==> src/rtl/uart_pkg.sv <==
// Shared types and constants for the configurable UART transmitter.
package uart_pkg;

    // Transmitter FSM states, in the order they occur within a frame.
    typedef enum logic [2:0] {
        ST_IDLE   = 3'd0,
        ST_START  = 3'd1,
        ST_DATA   = 3'd2,
        ST_PARITY = 3'd3,
        ST_STOP   = 3'd4
    } tx_state_e;

    // Parity selection after decoding the 2-bit mode input.
    typedef enum logic [1:0] {
        PAR_NONE = 2'd0,
        PAR_ODD  = 2'd1,
        PAR_EVEN = 2'd2
    } parity_e;

    // Shortest frame payload and shortest bit period the transmitter produces.
    localparam int MIN_DATA_BITS    = 5;
    localparam int MIN_CLKS_PER_BIT = 2;

    // Mode 3 is reserved and behaves as "no parity".
    function automatic parity_e decode_parity(input logic [1:0] mode);
        case (mode)
            2'd1:    return PAR_ODD;
            2'd2:    return PAR_EVEN;
            default: return PAR_NONE;
        endcase
    endfunction

endpackage

==> src/rtl/uart_sync_fifo.sv <==
// Small synchronous FIFO with a combinational head word, used to queue
// words ahead of the transmitter so frames can run back-to-back.
module uart_sync_fifo
    import uart_pkg::*;
#(
    parameter int WIDTH = 8,
    parameter int DEPTH = 4
) (
    input  logic                         i_Clock,
    input  logic                         i_Rst_n,
    input  logic                         push,
    input  logic [WIDTH-1:0]             wr_data,
    input  logic                         pop,
    output logic [WIDTH-1:0]             head,
    output logic                         full,
    output logic                         empty,
    output logic [$clog2(DEPTH+1)-1:0]   count
);

    localparam int AW = $clog2(DEPTH);
    localparam int CW = $clog2(DEPTH+1);

    logic [WIDTH-1:0] mem [DEPTH];
    logic [AW-1:0]    wr_ptr_reg;
    logic [AW-1:0]    rd_ptr_reg;
    logic [CW-1:0]    count_reg;

    logic push_ok;
    logic pop_ok;

    // Requests against a full or empty queue are simply dropped.
    assign push_ok = push && !full;
    assign pop_ok  = pop && !empty;

    assign full  = (count_reg == CW'(DEPTH));
    assign empty = (count_reg == '0);
    assign count = count_reg;
    assign head  = mem[rd_ptr_reg];

    // Storage array: written only on an accepted push, never cleared.
    always_ff @(posedge i_Clock) begin
        if (i_Rst_n && push_ok) begin
            mem[wr_ptr_reg] <= wr_data;
        end
    end

    // Pointers and occupancy; depth is a power of two so pointers wrap freely.
    always_ff @(posedge i_Clock) begin
        if (!i_Rst_n) begin
            wr_ptr_reg <= '0;
            rd_ptr_reg <= '0;
            count_reg  <= '0;
        end else begin
            if (push_ok) begin
                wr_ptr_reg <= wr_ptr_reg + AW'(1);
            end
            if (pop_ok) begin
                rd_ptr_reg <= rd_ptr_reg + AW'(1);
            end
            case ({push_ok, pop_ok})
                2'b10:   count_reg <= count_reg + CW'(1);
                2'b01:   count_reg <= count_reg - CW'(1);
                default: count_reg <= count_reg;
            endcase
        end
    end

endmodule

==> src/rtl/uart_tx_cfg.sv <==
// Runtime-configurable UART transmitter: FIFO-fed, programmable bit period,
// data length, parity and stop bits. Frames are sent back-to-back whenever
// the FIFO still holds words at the end of a stop period.
module uart_tx_cfg
    import uart_pkg::*;
#(
    parameter int DATA_WIDTH   = 8,
    parameter int CLKDIV_WIDTH = 16,
    parameter int FIFO_DEPTH   = 4
) (
    input  logic                                i_Clock,
    input  logic                                i_Rst_n,
    input  logic [CLKDIV_WIDTH-1:0]             i_Clks_Per_Bit,
    input  logic [$clog2(DATA_WIDTH+1)-1:0]     i_Data_Bits,
    input  logic [1:0]                          i_Parity_Mode,
    input  logic                                i_Two_Stop,
    input  logic                                i_Tx_Valid,
    input  logic [DATA_WIDTH-1:0]               i_Tx_Byte,
    output logic                                o_Tx_Ready,
    output logic [$clog2(FIFO_DEPTH+1)-1:0]     o_Fifo_Count,
    output logic                                o_Tx_Active,
    output logic                                o_Tx_Serial,
    output logic                                o_Tx_Done
);

    localparam int NB_W = $clog2(DATA_WIDTH+1);
    localparam int FC_W = $clog2(FIFO_DEPTH+1);

    // ------------------------------------------------------------------
    // Input FIFO
    // ------------------------------------------------------------------
    logic [DATA_WIDTH-1:0] fifo_head;
    logic                  fifo_full;
    logic                  fifo_empty;
    logic [FC_W-1:0]       fifo_count;
    logic                  fifo_push;
    logic                  fifo_pop;

    // Ready is forced low while reset is held so nothing is queued then.
    assign o_Tx_Ready   = i_Rst_n && !fifo_full;
    assign fifo_push    = i_Tx_Valid && o_Tx_Ready;
    assign o_Fifo_Count = fifo_count;

    uart_sync_fifo #(
        .WIDTH (DATA_WIDTH),
        .DEPTH (FIFO_DEPTH)
    ) u_fifo (
        .i_Clock (i_Clock),
        .i_Rst_n (i_Rst_n),
        .push    (fifo_push),
        .wr_data (i_Tx_Byte),
        .pop     (fifo_pop),
        .head    (fifo_head),
        .full    (fifo_full),
        .empty   (fifo_empty),
        .count   (fifo_count)
    );

    // ------------------------------------------------------------------
    // Configuration clamping, evaluated on the live inputs and captured
    // only when a word is popped, so mid-frame changes wait a frame.
    // ------------------------------------------------------------------
    logic [CLKDIV_WIDTH-1:0] cpb_clamped;
    logic [NB_W-1:0]         nbits_clamped;
    parity_e                 par_sel;
    logic [DATA_WIDTH-1:0]   head_masked;
    logic                    head_parity;

    assign cpb_clamped = (i_Clks_Per_Bit < CLKDIV_WIDTH'(MIN_CLKS_PER_BIT))
                       ? CLKDIV_WIDTH'(MIN_CLKS_PER_BIT) : i_Clks_Per_Bit;

    assign nbits_clamped = (i_Data_Bits < NB_W'(MIN_DATA_BITS)) ? NB_W'(MIN_DATA_BITS)
                         : (i_Data_Bits > NB_W'(DATA_WIDTH))    ? NB_W'(DATA_WIDTH)
                         : i_Data_Bits;

    assign par_sel = decode_parity(i_Parity_Mode);

    // Bits above the active length must not contribute to parity.
    for (genvar gi = 0; gi < DATA_WIDTH; gi++) begin : g_mask
        assign head_masked[gi] = fifo_head[gi] & (nbits_clamped > NB_W'(gi));
    end

    // Even parity is the plain XOR; odd parity is its inverse.
    assign head_parity = (^head_masked) ^ (par_sel == PAR_ODD);

    // ------------------------------------------------------------------
    // Transmit FSM
    // ------------------------------------------------------------------
    tx_state_e               state_reg,   state_next;
    logic [CLKDIV_WIDTH-1:0] cnt_reg,     cnt_next;
    logic [NB_W-1:0]         bit_idx_reg, bit_idx_next;
    logic [DATA_WIDTH-1:0]   shift_reg,   shift_next;
    logic                    stop_idx_reg, stop_idx_next;
    logic                    serial_reg,  serial_next;
    logic                    active_reg,  active_next;
    logic                    done_reg,    done_next;

    // Per-frame configuration captured at pop time.
    logic [CLKDIV_WIDTH-1:0] cpb_reg;
    logic [NB_W-1:0]         nbits_reg;
    parity_e                 par_reg;
    logic                    two_stop_reg;
    logic                    par_bit_reg;

    logic load;
    logic bit_end;
    logic last_bit;

    assign fifo_pop = load;
    assign bit_end  = (cnt_reg == cpb_reg - CLKDIV_WIDTH'(1));
    assign last_bit = (bit_idx_reg == nbits_reg - NB_W'(1));

    assign o_Tx_Serial = serial_reg;
    assign o_Tx_Active = active_reg;
    assign o_Tx_Done   = done_reg;

    // Next-state, bit timing and registered line value for the coming cycle.
    always_comb begin
        state_next    = state_reg;
        cnt_next      = cnt_reg;
        bit_idx_next  = bit_idx_reg;
        shift_next    = shift_reg;
        stop_idx_next = stop_idx_reg;
        serial_next   = serial_reg;
        active_next   = active_reg;
        done_next     = 1'b0;
        load          = 1'b0;

        // Bit counter runs 0..CPB-1 in every non-idle state.
        if (state_reg != ST_IDLE) begin
            cnt_next = bit_end ? '0 : cnt_reg + CLKDIV_WIDTH'(1);
        end

        case (state_reg)
            ST_IDLE: begin
                cnt_next    = '0;
                serial_next = 1'b1;
                active_next = 1'b0;
                if (!fifo_empty) begin
                    load        = 1'b1;
                    state_next  = ST_START;
                    serial_next = 1'b0;
                    active_next = 1'b1;
                end
            end

            ST_START: begin
                if (bit_end) begin
                    state_next   = ST_DATA;
                    bit_idx_next = '0;
                    serial_next  = shift_reg[0];
                end
            end

            ST_DATA: begin
                if (bit_end) begin
                    if (last_bit) begin
                        if (par_reg != PAR_NONE) begin
                            state_next  = ST_PARITY;
                            serial_next = par_bit_reg;
                        end else begin
                            state_next    = ST_STOP;
                            stop_idx_next = 1'b0;
                            serial_next   = 1'b1;
                        end
                    end else begin
                        // LSB first: the next bit to send sits at index 1.
                        bit_idx_next = bit_idx_reg + NB_W'(1);
                        shift_next   = shift_reg >> 1;
                        serial_next  = shift_reg[1];
                    end
                end
            end

            ST_PARITY: begin
                if (bit_end) begin
                    state_next    = ST_STOP;
                    stop_idx_next = 1'b0;
                    serial_next   = 1'b1;
                end
            end

            ST_STOP: begin
                if (bit_end) begin
                    if (two_stop_reg && !stop_idx_reg) begin
                        stop_idx_next = 1'b1;
                    end else begin
                        done_next = 1'b1;
                        if (!fifo_empty) begin
                            // Chain straight into the next frame, no idle gap.
                            load        = 1'b1;
                            state_next  = ST_START;
                            serial_next = 1'b0;
                        end else begin
                            state_next  = ST_IDLE;
                            active_next = 1'b0;
                            serial_next = 1'b1;
                        end
                    end
                end
            end

            default: begin
                state_next  = ST_IDLE;
                serial_next = 1'b1;
                active_next = 1'b0;
            end
        endcase

        if (load) begin
            shift_next = fifo_head;
        end
    end

    // State register plus per-frame configuration capture on each pop.
    always_ff @(posedge i_Clock) begin
        if (!i_Rst_n) begin
            state_reg    <= ST_IDLE;
            cnt_reg      <= '0;
            bit_idx_reg  <= '0;
            shift_reg    <= '0;
            stop_idx_reg <= 1'b0;
            serial_reg   <= 1'b1;
            active_reg   <= 1'b0;
            done_reg     <= 1'b0;
            cpb_reg      <= CLKDIV_WIDTH'(MIN_CLKS_PER_BIT);
            nbits_reg    <= NB_W'(MIN_DATA_BITS);
            par_reg      <= PAR_NONE;
            two_stop_reg <= 1'b0;
            par_bit_reg  <= 1'b0;
        end else begin
            state_reg    <= state_next;
            cnt_reg      <= cnt_next;
            bit_idx_reg  <= bit_idx_next;
            shift_reg    <= shift_next;
            stop_idx_reg <= stop_idx_next;
            serial_reg   <= serial_next;
            active_reg   <= active_next;
            done_reg     <= done_next;
            if (load) begin
                cpb_reg      <= cpb_clamped;
                nbits_reg    <= nbits_clamped;
                par_reg      <= par_sel;
                two_stop_reg <= i_Two_Stop;
                par_bit_reg  <= head_parity;
            end
        end
    end

endmodule

==> config.mk <==
export PLATFORM = sky130hd
export DESIGN_NAME = uart_tx_cfg
export DESIGN_NICKNAME = d
export VERILOG_FILES = /design/src/rtl/uart_pkg.sv /design/src/rtl/uart_sync_fifo.sv /design/src/rtl/uart_tx_cfg.sv
export SDC_FILE = /design/constraint.sdc
export NUM_CORES = 1
export LEC_CHECK = 0
export CORE_ASPECT_RATIO = 0.9
export CORE_MARGIN = 2
export CORE_UTILIZATION = 63
export CTS_CLUSTER_SIZE = 10
export DETAILED_ROUTE_END_ITERATION = 10
export GPL_ROUTABILITY_DRIVEN = 0
export GPL_TIMING_DRIVEN = 1
export MAX_ROUTING_LAYER = met4
export PLACE_DENSITY = 0.88
export SLEW_MARGIN = 20
export SYNTH_ARGS = -nofsm -noshare
export SYNTH_HDL_FRONTEND = slang
export SYNTH_SLANG_ARGS = --single-unit
export TNS_END_PERCENT = 30
==> constraint.sdc <==
create_clock -name i_Clock -period 10.75 [get_ports i_Clock]
set_input_delay 1.6125 -clock i_Clock [delete_from_list [all_inputs] [get_ports i_Clock]]
set_output_delay 1.6125 -clock i_Clock [all_outputs]
set_load 0.01 [all_outputs]
==> results of run 1 <==
path summary, 6_finish.rpt:
| kind | cells after the start | from | endpoint | slack, ns |
|---|---|---|---|---|
| setup / recovery | 4 | i_Rst_n | o_Tx_Ready | 5.35 |
| hold / removal | 2 | par_reg[1] | par_reg[1] | 0.50 |
| setup reg to reg | 17 | cpb_reg[0] | u_fifo.count[2] | 5.56 |
| hold reg to reg | 2 | par_reg[1] | par_reg[1] | 0.50 |
final cells by class:
class,count,area share
Multi-Input combinational cell,374,0.4457
Sequential cell,100,0.4085
Timing Repair Buffer,43,0.07440
Clock buffer,12,0.02729
Tap cell,99,0.02179
Inverter,21,0.01387
Clock inverter,4,0.008365
per-stage QoR:
stage	hold slack, ns	cell area [um^2]
floorplan	0.4489	5086
global placement	0.4625	5482
detailed placement	0.4738	5482
CTS	0.4919	5684
global route	0.5259	5684
finish	0.4961	5684
where the power goes:
group	switching (mW)	internal [mW]
Clock	0.125	0.120
Combinational	0.319	0.230
Sequential	0.0719	0.450
Total	0.517	0.800
worst min-delay path, cell delays in order (launching register included):
cell     delay, ns
dfxtp_1       0.32
o21ai_0       0.07
a21oi_1       0.06
layout by cell type (no fill, tap or decap), types with 4 or more instances in the layout:
master           instances
dfxtp_1                 68
nor2_1                  45
a21oi_1                 43
clkdlybuf4s50_1         40
o21ai_0                 39
edfxtp_1                32
nand3_1                 28
xnor2_1                 27
inv_1                   20
xor2_1                  20
nand2_1                 17
nor3_1                  13
nand4_1                 13
or3_1                   11
clkbuf_8                11
o211ai_1                10
ha_1                     9
nor4_1                   8
mux4_2                   8
a31oi_1                  7
nor2b_1                  6
and3_1                   6
a32oi_1                  6
nand2b_1                 4
cell families (layout without fill, tap and decap cells):
family	Yosys count	count (layout)	share of synthesized area
AO/OA/AOI/OAI	131	131	0.1611
XOR/XNOR	48	48	0.08536
adder cells (fa/ha/maj)	10	10	0.02608
buffers and inverters	58	80	0.04698
flip-flops	100	100	0.4566
multiplexers	13	13	0.04576
AND/OR/NAND/NOR	172	172	0.1781
metal layers:
layer | global-route usage | vias to the layer above | part of all wire | wire, um
met1 | 0.3700 | 2052 | 0.43 | 5073
met4 | 0.08717 | 0 | 0.023 | 268
met2 | 0.4434 | 220 | 0.47 | 5601
met3 | 0.06411 | 40 | 0.081 | 961
met5 | - | - | 0 | 0
li1 | - | 1994 | - | -
==> flow_summary.yaml, run 1 <==
worst_setup_path:
  critical-path-top-delay-family: "buffers and inverters"
  crit_top_cell: "clkdlybuf4s50_1"
  max_stage_delay_ns: 0.68
  worst_path_max_delay_cell: "clkdlybuf4s50_1"
  crit_fanout: 45
  critPathBufInv: 3
  startpoint_type: "primary input"
  crit_arrival_ns: 3.78
  required_ns: 9.14
  endpoint_kind: "output port"
  criticalPathCategory: "primary input to output port"
  crit_chain: "clkdlybuf4s50_1 > inv_2 > a31oi_1 > clkdlybuf4s50_1"
clock_network:
  cts.path.max_buffers: 2
  cts_setup_buffers: 0
  hold_buffers: 0
  cts_tree: "done"
  cts_root_buffer: "clkbuf_8"
  h-tree-depth: 3
  numCtsBuffers: 9
  clock_latency_ns: 0.37
  cts_resized: 0
  clk_pin_slew_ns: 0.09
  clock_sinks: 100
grt:
  grt_pass1_wl_um: 19010
  grtUsageTotal: 0.2820
  antenna_found_initial: 0
  grt_pass1_vias: 3974
  gr-total-overflow: 0
  grt_max_degree: 46
timing:
  min_period_over_period: 0.5019
  rsz0062_at_grt: "false"
  worstMarginPinSlew_ns: 0.7630
  setup_tns_ns: 0
  fmax_ghz: 0.1853
  timing.final.crit_period_ns: 5.395
  setup_viol: 0
  relSlewSlack: 0.4874
  report.final.hold_viol_count: 0
  skew_ns: 0.007546
  report.final.slew_viol_count: 0
  setup_ws_ns: 5.355
routing:
  dr.pass1.iters: 6
  vias_per_cell: 6.594
  drc: 0
  wl_um: 11910
  wire_per_inst_um: 18.23
  vias: 4306
  drtIter0Drc: 374
  drtAntennaViolNets: 0
yosys:
  ys_top_cells_by_count: "dfxtp_1, nor2_1, a21oi_1"
  yosysSeqAreaShare: 0.4566
  synth_area_um2: 5086
  synthFlopType: "dfxtp_1"
  syn_nets: 576
  synth_cell_types: 61
  ys_top_cells_by_area: "dfxtp_1, edfxtp_1, xnor2_1, a21oi_1, o21ai_0"
  synth_top_area_cell: "dfxtp_1"
  avgSynthCellArea_um2: 9.560
  ys_warn_count: 0
  synth_cells: 532
  synth_top_area_frac: 0.2677
  synth_edf_count: 32
  ys_ff_latch: 100
  async_reset_ff_frac: 0
  synth_most_common_cell: "dfxtp_1"
worst_hold_path:
  hp-class: "flip-flop to flip-flop"
cells_and_area:
  diodes: 0
  fill_cells: 564
  layout-drive-gt1-share: 0.06318
  seq_area_um2: 2322
  area_growth_pct: 11.76
  largest_register_ffs: 32
  fin_cells: 653
  utilization: 0.7149
  multi_input_area_um2: 2534
  nets: 593
job:
  max_cap_viol_count: 0
power_and_ir_drop:
  p_leak_nw: 1.916
  vdd_ir_drop_max_v: 0.0001543
  finalPower_mw: 1.317
  p_per_area_nw_per_um2: 231.6
placed_design:
  io_buffer_count: 40
  dp.cells: 637
  hpwl_um: 8341
  dp_slack_ns: 5.393
die:
  dieHeight_um: 89.24
  core.rowCount: 31
  io_pins: 41
  dieWidth_um: 98.71
  coreArea_um2: 7951
  die-area_um2: 8809
  start_util: 0.6397
run_status:
  status: "complete, no violations"
No activity file was read; power rests on OpenSTA's default activity.
==> inputs of run 2 (changes only) <==
CORE_UTILIZATION = 58   (was 63)
PLACE_DENSITY = 0.83   (was 0.88)
clock period = 5.65 ns   (was 10.75 ns; I/O delays follow)
==> flow_summary.yaml, run 2 (same netlist as run 1, synthesis figures left out) <==
routing:
  wl_um: 12070
  drtAntennaViolNets: 0
  drc: 0
  drtIter0Drc: 344
  vias_per_cell: 6.356
  wire_per_inst_um: 17.90
  dr.pass1.iters: 5
  vias: 4284
timing:
  skew_ns: 0.009006
  relSlewSlack: 0.4762
  report.final.hold_viol_count: 0
  setup_tns_ns: 0
  rsz0062_at_grt: "false"
  worstMarginPinSlew_ns: 0.7785
  fmax_ghz: 0.2138
  timing.final.crit_period_ns: 4.676
  report.final.slew_viol_count: 0
  setup_viol: 0
  min_period_over_period: 0.8277
worst_setup_path:
  required_ns: 5.96
  crit_top_cell: "inv_1"
  r2r_slack_ns: 0.97
  max_stage_delay_ns: 0.64
  critical-path-top-delay-family: "simple AND/OR/NAND/NOR gates"
  crit_fanout: 20
  worst_path_max_delay_cell: "or4b_1"
  crit_arrival_ns: 4.99
  criticalPathCategory: "flip-flop to flip-flop"
  crit_chain: "inv_1 > ha_1 > or4b_1 > or3_1 > a2111oi_2 > o2111ai_1 > or4_4 > o21ai_2 > nand2_1 > inv_1 > ha_1 > inv_1 > fa_1 > xor2_1 > or3_1 > a21oi_1"
  critPathBufInv: 3
  endpoint_kind: "flip-flop"
  startpoint_type: "flip-flop"
grt:
  grtUsageTotal: 0.2762
  antenna_found_initial: 0
  grt_pass1_wl_um: 19950
  grt_max_degree: 45
  grt_pass1_vias: 4109
  gr-total-overflow: 0
job:
  max_cap_viol_count: 0
power_and_ir_drop:
  vdd_ir_drop_max_v: 0.0004161
  power_frac_clock: 0.173
  seqPwrFrac: 0.404
  p_comb_frac: 0.423
  p_per_area_nw_per_um2: 431.9
  internal_power_mw: 1.456
  p_leak_nw: 1.904
  sw_frac_of_total: 0.4074
  power.switching_mw: 1.001
die:
  die-area_um2: 9536
  coreArea_um2: 8528
  dieHeight_um: 92.84
  io_pins: 41
  dieWidth_um: 102.7
  core.rowCount: 32
  start_util: 0.5964
clock_network:
  clock_sinks: 100
  clk_pin_slew_ns: 0.10
  cts_root_buffer: "clkbuf_8"
  numCtsBuffers: 9
  hold_buffers: 0
  clock_latency_ns: 0.37
  cts_resized: 0
  cts_tree: "done"
  h-tree-depth: 3
  cts_setup_buffers: 0
  cts.path.max_buffers: 2
worst_hold_path:
  hp-class: "flip-flop to flip-flop"
run_status:
  status: "complete, no violations"
placed_design:
  io_buffer_count: 40
  dpl_cell_area_um2: 5514
  hpwl_um: 8277
cells_and_area:
  largest_register_ffs: 32
  final_area_um2: 5689
  layout_commonest_cell: "dfxtp_1"
  area_growth_pct: 11.86
  diodes: 0
  layout-drive-gt1-share: 0.06667
  nets: 594
  final_cell_mix: "dfxtp_1, nor2_1, a21oi_1"
[run 2: power by group through the flow]
stage               sequential (mW)  combinational (mW)  clock (mW)
floorplan                     0.942               0.805           0
global placement              0.994               0.975           0
detailed placement             1.01                1.01           0
CTS                           0.990                1.02       0.427
global route                   1.01                1.15       0.457
finish                        0.993                1.04       0.425
[run 2: worst min-delay path: stages (launching register included)]
cell and delay, ns:
dfxtp_1 0.32, nand2_1 0.05, mux2i_1 0.07
[run 2: area by class of cell]
class                   instances  area [um^2]
clock buffers                  10        127.6
well taps                     119        148.9
inverters                      21        78.83
repair buffers                 44        430.4
flip-flops and latches        100         2322
multi-input cells             374         2534
clock inverters                 6        47.55
fillers                       679         2839
[run 2: path summary, 6_finish.rpt]
| check | from | to | depth (start not counted) |
|---|---|---|---|
| worst min register to register | u_fifo.rd_ptr_reg[1] | flip-flop | 2 |
| worst max-delay path | cpb_reg[0] | u_fifo.count[2] | 16 |
| worst max register to register | cpb_reg[0] | u_fifo.count[2] | 16 |
| worst min-delay path | u_fifo.rd_ptr_reg[1] | flip-flop | 2 |
[run 2: stage by stage]
stage | hold WS (ns) | std cells | worst slack (ns) | total power [mW] | utilization
6_report | 0.4908 | 674 | 0.9737 | 2.457 | 0.6671
2_1_floorplan | 0.4489 | 532 | 1.420 | 1.747 | -
5_1_grt | 0.5131 | 674 | 0.6553 | 2.617 | 0.6671
3_5_place_dp | 0.4748 | 658 | 0.9836 | 2.017 | 0.6466
4_1_cts | 0.4862 | 674 | 0.9735 | 2.440 | 0.6671
3_3_place_gp | 0.4654 | 658 | 1.178 | 1.969 | 0.6466
[run 2: per-layer routing]
layer | global-route usage | up-vias | share of wire
li1 | - | 1988 | -
met4 | 0.08889 | 0 | 0.017
met1 | 0.3779 | 2074 | 0.43
met5 | - | - | 0
met2 | 0.4178 | 194 | 0.47
met3 | 0.05057 | 28 | 0.080
==> inputs of run 3 (changes only) <==
CORE_UTILIZATION = 53   (was 58)
PLACE_DENSITY = 0.8   (was 0.83)
clock period = 4.15 ns   (was 5.65 ns; I/O delays follow)
==> flow_summary.yaml, run 3 (same netlist as run 1, synthesis figures left out) <==
routing:
  vias: 4272
  drtAntennaViolNets: 0
  dr.pass1.iters: 5
  drc: 0
  wl_met1_um: 5475
  vias_per_cell: 6.227
  wl_um: 12210
  wire_per_inst_um: 17.80
  wl_met3_um: 807
  drtIter0Drc: 342
  wl_met2_um: 5662
  highest_layer: "met4"
clock_network:
  clock_latency_ns: 0.37
  cts_setup_buffers: 0
  cts_root_buffer: "clkbuf_8"
  cts_tree: "done"
  h-tree-depth: 3
  cts.path.max_buffers: 2
  numCtsBuffers: 9
  clk_pin_slew_ns: 0.10
  clock_sinks: 100
  hold_buffers: 0
die:
  core.rowCount: 33
  start_util: 0.5524
  io_pins: 41
  die-area_um2: 10400
  dieHeight_um: 96.94
  coreArea_um2: 9208
  dieWidth_um: 107.3
timing:
  worstMarginPinSlew_ns: 0.7759
  report.final.hold_viol_count: 0
  setup_ws_ns: 0.1462
  min_period_over_period: 0.9648
  relSlewSlack: 0.4815
  report.final.slew_viol_count: 0
  setup_tns_ns: 0
  fmax_ghz: 0.2498
  setup_viol: 0
  hold_slack_ns: 0.5010
  skew_ns: 0.01095
  timing.final.crit_period_ns: 4.004
cells_and_area:
  layout_commonest_cell: "dfxtp_1"
  utilization: 0.6364
  multi_input_area_um2: 2585
  area_growth_pct: 15.20
  layout-drive-gt1-share: 0.09929
  nets: 603
  fill_cells: 742
  final_area_um2: 5859
  fin_cells: 686
  largest_register_ffs: 32
  final_cell_mix: "dfxtp_1, nor2_1, a21oi_1"
  diodes: 0
  seq_area_um2: 2323
worst_setup_path:
  endpoint_kind: "flip-flop"
  crit_chain: "inv_1 > ha_2 > or4b_4 > or3_4 > a2111oi_4 > o2111ai_2 > or4_4 > o21ai_4 > nand2_2 > inv_2 > ha_2 > inv_1 > fa_2 > xor2_1 > or3_1 > a21oi_1"
  endpoint: "u_fifo.count[2]"
  worst_path_max_delay_cell: "or4_4"
  startpoint: "cpb_reg[1]"
  critPathBufInv: 3
  r2r_end: "u_fifo.count[2]"
  critical-path-top-delay-family: "simple AND/OR/NAND/NOR gates"
  required_ns: 4.44
  criticalPathCategory: "flip-flop to flip-flop"
  reg2reg_depth: 16
  crit_fanout: 5
  r2r_slack_ns: 0.15
  reg2reg_from: "cpb_reg[1]"
  crit_arrival_ns: 4.30
  startpoint_type: "flip-flop"
  cp_num_cells: 16
  max_stage_delay_ns: 0.56
grt:
  grtUsageTotal: 0.2495
  antenna_found_initial: 0
  grt_pass1_vias: 3997
  grt_max_degree: 45
  gr-total-overflow: 0
  grt_pass1_wl_um: 20180
run_status:
  status: "complete, no violations"
power_and_ir_drop:
  finalPower_mw: 3.541
  vdd_ir_drop_max_v: 0.0003839
  p_leak_nw: 1.973
  p_per_area_nw_per_um2: 604.3
job:
  max_cap_viol_count: 0
placed_design:
  dpl_cell_area_um2: 5585
  dp.cells: 670
  io_buffer_count: 40
  hpwl_um: 8500
  dp_slack_ns: 0.08075
worst_hold_path:
  hp-class: "flip-flop to flip-flop"
-- run 3: cell types whose count changed in the layout (fill, tap and decap cells not counted), sizes merged --
cell    change
inv         -1
buf         +9
bufinv      +2
clkbuf      -1
-- run 3: power breakdown --
group / switching [mW] / total, mW / internal [mW]
clock network: 0.344 / 0.687 / 0.343
registers: 0.169 / 1.34 / 1.17
logic: 0.876 / 1.52 / 0.643
-- run 3: tightest hold or removal path: cells and delay by family, from the launching register on --
kind / cells / cell delay (ns)
and+or+nand+nor: 1 / 0.05
DFF: 1 / 0.32
muxes: 1 / 0.08
-- run 3: how the worst min path moves through the flow --
stage / start / to / slack, ns / depth (start not counted)
4_1_cts: par_bit_reg / par_bit_reg / 0.49 / 2
3_5_place_dp: par_bit_reg / par_bit_reg / 0.47 / 2
2_1_floorplan: u_fifo.rd_ptr_reg[1] / flip-flop / 0.45 / 2
5_1_grt: u_fifo.rd_ptr_reg[1] / flip-flop / 0.51 / 2
3_3_place_gp: par_reg[1] / par_reg[1] / 0.47 / 2
6_report: u_fifo.rd_ptr_reg[1] / flip-flop / 0.50 / 2
-- run 3: repair_timing --
item	CTS	global route
resized for setup	0	12
setup endpoints to repair	0	1
endpoints found under the hold margin	0	0
-- run 3: per-layer routing --
| layer | vias to the layer above | track usage |
|---|---|---|
| met5 | - | - |
| met4 | 0 | 0.08092 |
| met3 | 24 | 0.05526 |
| met2 | 178 | 0.3671 |
| met1 | 2060 | 0.3426 |
| li1 | 2010 | - |
-- run 3: area by class of cell --
| type | count | area share |
|---|---|---|
| Multi-Input combinational cell | 374 | 0.4412 |
| Timing Repair Buffer | 53 | 0.08499 |
| Clock buffer | 9 | 0.02114 |
| Clock inverter | 7 | 0.01666 |
| Inverter | 21 | 0.01345 |
| Sequential cell | 100 | 0.3965 |
| Tap cell | 122 | 0.02605 |
